--- config.mk ---
export PLATFORM = sky130hd
export DESIGN_NAME = instr_fetch_seq
export DESIGN_NICKNAME = d
export VERILOG_FILES = /design/src/rtl/instr_fetch_seq.sv
export SDC_FILE = /design/constraint.sdc
export NUM_CORES = 1
export LEC_CHECK = 0
export CORE_AREA = 2 2 73 75
export CTS_BUF_LIST = sky130_fd_sc_hd__clkbuf_16
export DETAILED_ROUTE_END_ITERATION = 8
export DIE_AREA = 0 0 75 77
export PLACE_DENSITY_LB_ADDON = 0.25
export SETUP_SLACK_MARGIN = 0.1
export SKIP_CTS_REPAIR_TIMING = 1
export SYNTH_ARGS = -nofsm -noshare
export SYNTH_HDL_FRONTEND = slang
export SYNTH_SLANG_ARGS = --single-unit
--- constraint.sdc ---
create_clock -name clk -period 3.45 [get_ports clk]
set_input_delay 0.69 -clock clk [delete_from_list [all_inputs] [get_ports clk]]
set_output_delay 0.69 -clock clk [all_outputs]
set_load 0.02 [all_outputs]
--- src/rtl/instr_fetch_seq.sv ---
// Instruction fetch and step sequencer: fetches a 16-bit word over a req/ack
// handshake, then steps the control unit through four execution steps.
module instr_fetch_seq #(
  parameter int AW = 8
) (
  input  logic          clk,
  input  logic          resetn,
  input  logic          mem_ack,
  input  logic [15:0]   mem_rdata,
  input  logic          pc_enable,
  input  logic          pc_load,
  input  logic          halt,
  output logic          mem_req,
  output logic [AW-1:0] mem_addr,
  output logic [15:0]   instrucao,
  output logic [1:0]    step,
  output logic [AW-1:0] pc,
  output logic          halted,
  output logic [15:0]   retired
);

  localparam int OW = (AW > 10) ? AW : 10;

  typedef enum logic [1:0] {
    S_IDLE   = 2'd0,
    S_FETCH  = 2'd1,
    S_EXEC   = 2'd2,
    S_HALTED = 2'd3
  } state_t;

  state_t        r_state;
  logic [AW-1:0] r_pc;
  logic [15:0]   r_ir;
  logic [1:0]    r_step;
  logic [15:0]   r_retired;

  state_t        w_state_nxt;
  logic [AW-1:0] w_pc_nxt;
  logic [15:0]   w_ir_nxt;
  logic [1:0]    w_step_nxt;
  logic [15:0]   w_retired_nxt;
  logic [OW-1:0] w_off_ext;
  logic [AW-1:0] w_branch_pc;

  // Branch offset is a signed 10-bit field; the sum wraps modulo 2^AW.
  assign w_off_ext   = OW'($signed(r_ir[9:0]));
  assign w_branch_pc = r_pc + w_off_ext[AW-1:0];

  // NOTE: every variable gets a default before the case, so no path through
  // this block can leave one unassigned and infer a latch.
  always_comb begin
    w_state_nxt   = r_state;
    w_pc_nxt      = r_pc;
    w_ir_nxt      = r_ir;
    w_step_nxt    = r_step;
    w_retired_nxt = r_retired;
    unique case (r_state)
      S_IDLE: w_state_nxt = S_FETCH;
      S_FETCH: begin
        if (mem_ack) begin
          w_ir_nxt    = mem_rdata;
          w_step_nxt  = 2'd0;
          w_state_nxt = S_EXEC;
        end
      end
      S_EXEC: begin
        // Halt freezes pc/ir/step and takes priority over a step-3 update.
        if (halt) begin
          w_state_nxt = S_HALTED;
        end else if (r_step == 2'd3) begin
          w_state_nxt = S_FETCH;
          if (pc_enable) begin
            w_pc_nxt      = pc_load ? w_branch_pc : r_pc + AW'(1);
            w_retired_nxt = (r_retired == 16'hFFFF) ? r_retired : r_retired + 16'd1;
          end
        end else begin
          w_step_nxt = r_step + 2'd1;
        end
      end
      S_HALTED: w_state_nxt = S_HALTED;
      default:  w_state_nxt = S_IDLE;
    endcase
  end

  // NOTE: reset is sampled on the clock edge only (synchronous), and all state
  // uses non-blocking assignments so every register sees pre-edge values.
  always_ff @(posedge clk) begin
    if (!resetn) begin
      r_state   <= S_IDLE;
      r_pc      <= '0;
      r_ir      <= 16'h0000;
      r_step    <= 2'd0;
      r_retired <= 16'h0000;
    end else begin
      r_state   <= w_state_nxt;
      r_pc      <= w_pc_nxt;
      r_ir      <= w_ir_nxt;
      r_step    <= w_step_nxt;
      r_retired <= w_retired_nxt;
    end
  end

  assign mem_req   = (r_state == S_FETCH);
  assign mem_addr  = r_pc;
  assign instrucao = r_ir;
  assign step      = r_step;
  assign pc        = r_pc;
  assign halted    = (r_state == S_HALTED);
  assign retired   = r_retired;

endmodule

==> results by stage <==
Status:
- The flow ran to the end, and the final reports show no timing, DRC or antenna violations.

Global routing:
- met2 is the most crowded layer.
- The initial antenna violation count is 0.
- The global-route met2 utilization is 0.3000.
- The largest net degree at the start of global routing is 52.
- The first global-routing pass estimated 9128 um of wire.
- The via count of the first global-routing pass was just over 2000.
- In the global route stage, overall resource usage came out at 0.1952.
- The routing usage on met3 is 0.06045.
- The overflow left after global routing is 0.
- The routing usage on met1 is 0.2689.

Pwr:
- The power share of the sequential group is 0.449.
- Of the total power, the clock network draws 0.461.
- The net switching power of the design is 257.8 uW.
- The share of total power dissipated in combinational logic is 0.090.
- The power density of the placed cells is ~360 nW/um2.
- The internal power summed over all cells is 919.1 uW.
- The switching part of the total power is 0.2190.
- The worst-case IR drop observed on VDD is around 0.29 mV.
- In this run the static leakage power is ~1.2 nW.

Worst setup path:
- The kind of critical path is in2reg.
- The worst setup path is launched from a primary input.
- Traced cell by cell, the critical path runs through clkdlybuf4s50_1 > and2_1 > ha_1 > o21ai_0 > o21bai_1 > nor2_1 > or4b_2 > nand4_1.
- The worst-case reg-to-reg path depth is 7.
- The endpoint type of the worst setup path is a register.
- The largest incremental delay on the critical path is 0.63 ns.
- Data on the critical path arrives at its endpoint at 3.03 ns.
- The slowest stage of the critical path is the or4b_2 cell.
- At the worst endpoint, the required time is 3.67 ns.
- In this run the worst path has a maximum fanout of 9.

Worst hold path:
- The tightest min-delay check is of the reg2reg type.
- The number of cells on the worst hold path is 2.

Placed design:
- At the end of routability-driven placement, the weighted congestion stood at a little over 0.8.
- The number of buffers inserted by port buffering is 73.
- The area of placed instances is 3102 um2.
- The minimum setup slack after placement is between 0.3 and 0.4 ns.
- The detailed placer's ending HPWL is 3682 um.

Synthesis:
- The synthesized netlist contains 52 unique library cells.
- Counting every net in the synthesized netlist gives 311.
- The synthesized design contains 0 enable-type register cells.
- The post-synthesis instance area is 2407 um2.
- The fraction of registers with async set/reset is 0.
- The synthesized design contains 44 register bits.
- Synthesis handed over a netlist of 279 instances.
- The Yosys step of the flow raised 0 warnings.
- Of the synthesized area, sequential elements account for 0.3659.
- The synthesized area divided by synthesized cell count is 8.628 um2.
- The most used flip-flop cell after synthesis is dfxtp_1.

Clock tree:
- No sink is reached through more buffers than the 2 on the longest clock path.
- Clock-pin slew was measured on the worst setup and hold paths at 0.06 ns.
- TritonCTS built the clock tree.
- The clock reaches the later pin of the worst-skew pair after approximately 0.28 ns.
- Buffers inserted during clock tree synthesis total 5.
- In this run the clock root is driven by a clkbuf_16.
- The H-tree level count is 2.
- The clock sink count is 44.

Cells and area:
- Compared with the post-synthesis result, the final layout area differs by 35.97%.
- Leaving out fill and tap cells, the most frequent cells in the layout are clkdlybuf4s50_1, nand2_1, dfxtp_1.
- At the end of the flow the core is filled with cells to 0.6576.
- In the final layout, the share of cells above drive strength 1 is 0.06452.
- Leaving out fill and tap cells, the most frequent cell in the layout is clkdlybuf4s50_1.
- The design area is 3273 um2.
- The final-stage net count is 372.
- 0 antenna diodes ended up in the layout.

Timing:
- The final critical-path share of the clock period is 0.8144.
- The final number of max-transition violations was 0.
- The worst clock skew is 0.003591 ns.
- The count of endpoints failing setup in the final report is 0.
- Setup repair after global routing left no endpoint under its margin.
- The summed negative setup slack over all endpoints is 0 ns.
- Headroom to the max-slew limit came out at 0.5806.
- The clock period could shrink to around 2.8 ns.
- For the pin with the worst max-slew slack, the measured transition is 0.6287 ns.
- Setup slack on the critical path of the routed design comes to 0.6404 ns.
- Based on the critical path, the design can be clocked at up to 0.3559 GHz.
- The number of hold-slack violations in the final timing report is 0.

Detailed routing:
- After detailed routing, the average wire length per cell comes to about 13 um.
- In the routed design, unresolved DRC markers number 0.
- The number of nets still failing antenna checks after routing is 0.
- The total via count after detailed routing is around 2100.
- The number of DRC markers after the initial detailed-route iteration is roughly 170.
- The number of iterations in the first detailed-routing pass is 4.
- For this block, the routed nets add up to 5181 um of wire.
- Using the TritonRoute via totals, the vias-per-cell ratio works out to between 5 and 6.

Floorplan:
- The vertical extent of the die is 77 um.
- The die covers 5775 um2.
- 74 I/O pins were placed.
- The number of core rows is 26.
- The core area is 4977 um2.
- The overall die width is about 75 um.
- The initial utilization of the core area, before any placement, comes to 0.4837.

Flow run:
- Across the run, the number of max-cap violations was 0.
critical path, delay by kind of cell:
| kind | cells | cell delay [ns] |
|---|---|---|
| and+or+nand+nor | 4 | 1.06 |
| adders and majority gates | 1 | 0.33 |
| AOI/OAI and AO/OA | 2 | 0.39 |
| buffers and inverters | 1 | 0.56 |
state kept, by name, indices dropped and copies added, names as in the netlist:
| name | count |
|---|---|
| retired | 16 |
| r_state | 2 |
| step | 2 |
| instrucao | 16 |
| mem_addr | 8 |
kinds of logic (layout without fill, tap and decap cells):
logic type      count (synthesis)  count (layout)  share of synthesized area
compound gates                 48              48                     0.1388
xor+xnor                       14              14                    0.05094
fa+ha+maj                      10              10                    0.05509
buf+inv                        26              88                    0.06549
flops                          44              44                     0.3659
mux                             1               1                   0.004158
simple gates                  136             136                     0.3196
layout make-up:
| class | count | area, um2 |
|---|---|---|
| Clock buffer | 5 | 125.1 |
| Clock inverter | 3 | 46.29 |
| Fill cell | 419 | 1704 |
| Inverter | 5 | 18.77 |
| Multi-Input combinational cell | 209 | 1369 |
| Sequential cell | 44 | 880.8 |
| Tap cell | 70 | 87.58 |
| Timing Repair Buffer | 75 | 745.7 |
power groups by stage:
stage               clock, mW  sequential, mW  combinational, mW
global placement            0           0.540              0.106
finish                  0.542           0.529              0.106
detailed placement          0           0.540              0.107
global route            0.571           0.530              0.118
CTS                     0.553           0.529              0.107
floorplan                   0           0.549             0.0382
final timing paths:
path / from / to / slack [ns]
worst min-delay path: instrucao[11]$_SDFFE_PN0P_ / instrucao[11]$_SDFFE_PN0P_ / 0.46
worst min register to register: instrucao[11]$_SDFFE_PN0P_ / instrucao[11]$_SDFFE_PN0P_ / 0.46
worst max-delay path: pc_load / mem_addr[7]$_SDFFE_PN0P_ / 0.64
worst max register to register: instrucao[3]$_SDFFE_PN0P_ / mem_addr[7]$_SDFFE_PN0P_ / 1.38
per-stage QoR:
| stage | hold slack (ns) | power [mW] | instances |
|---|---|---|---|
| 3_3_place_gp | 0.4492 | 0.6456 | 403 |
| 6_report | 0.4613 | 1.177 | 411 |
| 5_1_grt | 0.4970 | 1.220 | 411 |
| 4_1_cts | 0.4646 | 1.189 | 411 |
| 3_5_place_dp | 0.4566 | 0.6467 | 403 |
| 2_1_floorplan | 0.5308 | 0.5874 | 279 |
cell usage after synthesis (all sizes together), types with 2 or more instances:
library cell	instances	area [um2]
clkbuf	9	33.78
nand2	53	201.5
dfxtp	44	880.8
a21oi	6	30.03
and2	24	150.1
nand3b	2	15.01
buf	12	105.1
nor3b	2	20.02
ha	9	112.6
o21ai	7	35.03
a211oi	2	15.01
nor4	7	50.05
or3	3	18.77
nor2b	4	25.02
and4	4	35.03
xor2	13	113.9
nand3	7	35.03
inv	5	18.77
or4b	2	20.02
o22ai	2	12.51
nor2	5	21.27
a21boi	22	165.1
nand2b	2	12.51
nor3	9	65.06
nand4b	2	17.52
nand4	4	25.02
routing by layer:
layer	up-vias	part of all wire	wire length, um
met5	-	0	0
met4	0	0.0041	21
met3	2	0.070	365
met2	51	0.47	2420
met1	958	0.46	2374
li1	1087	-	-
Power figures use the tool's default switching activity.
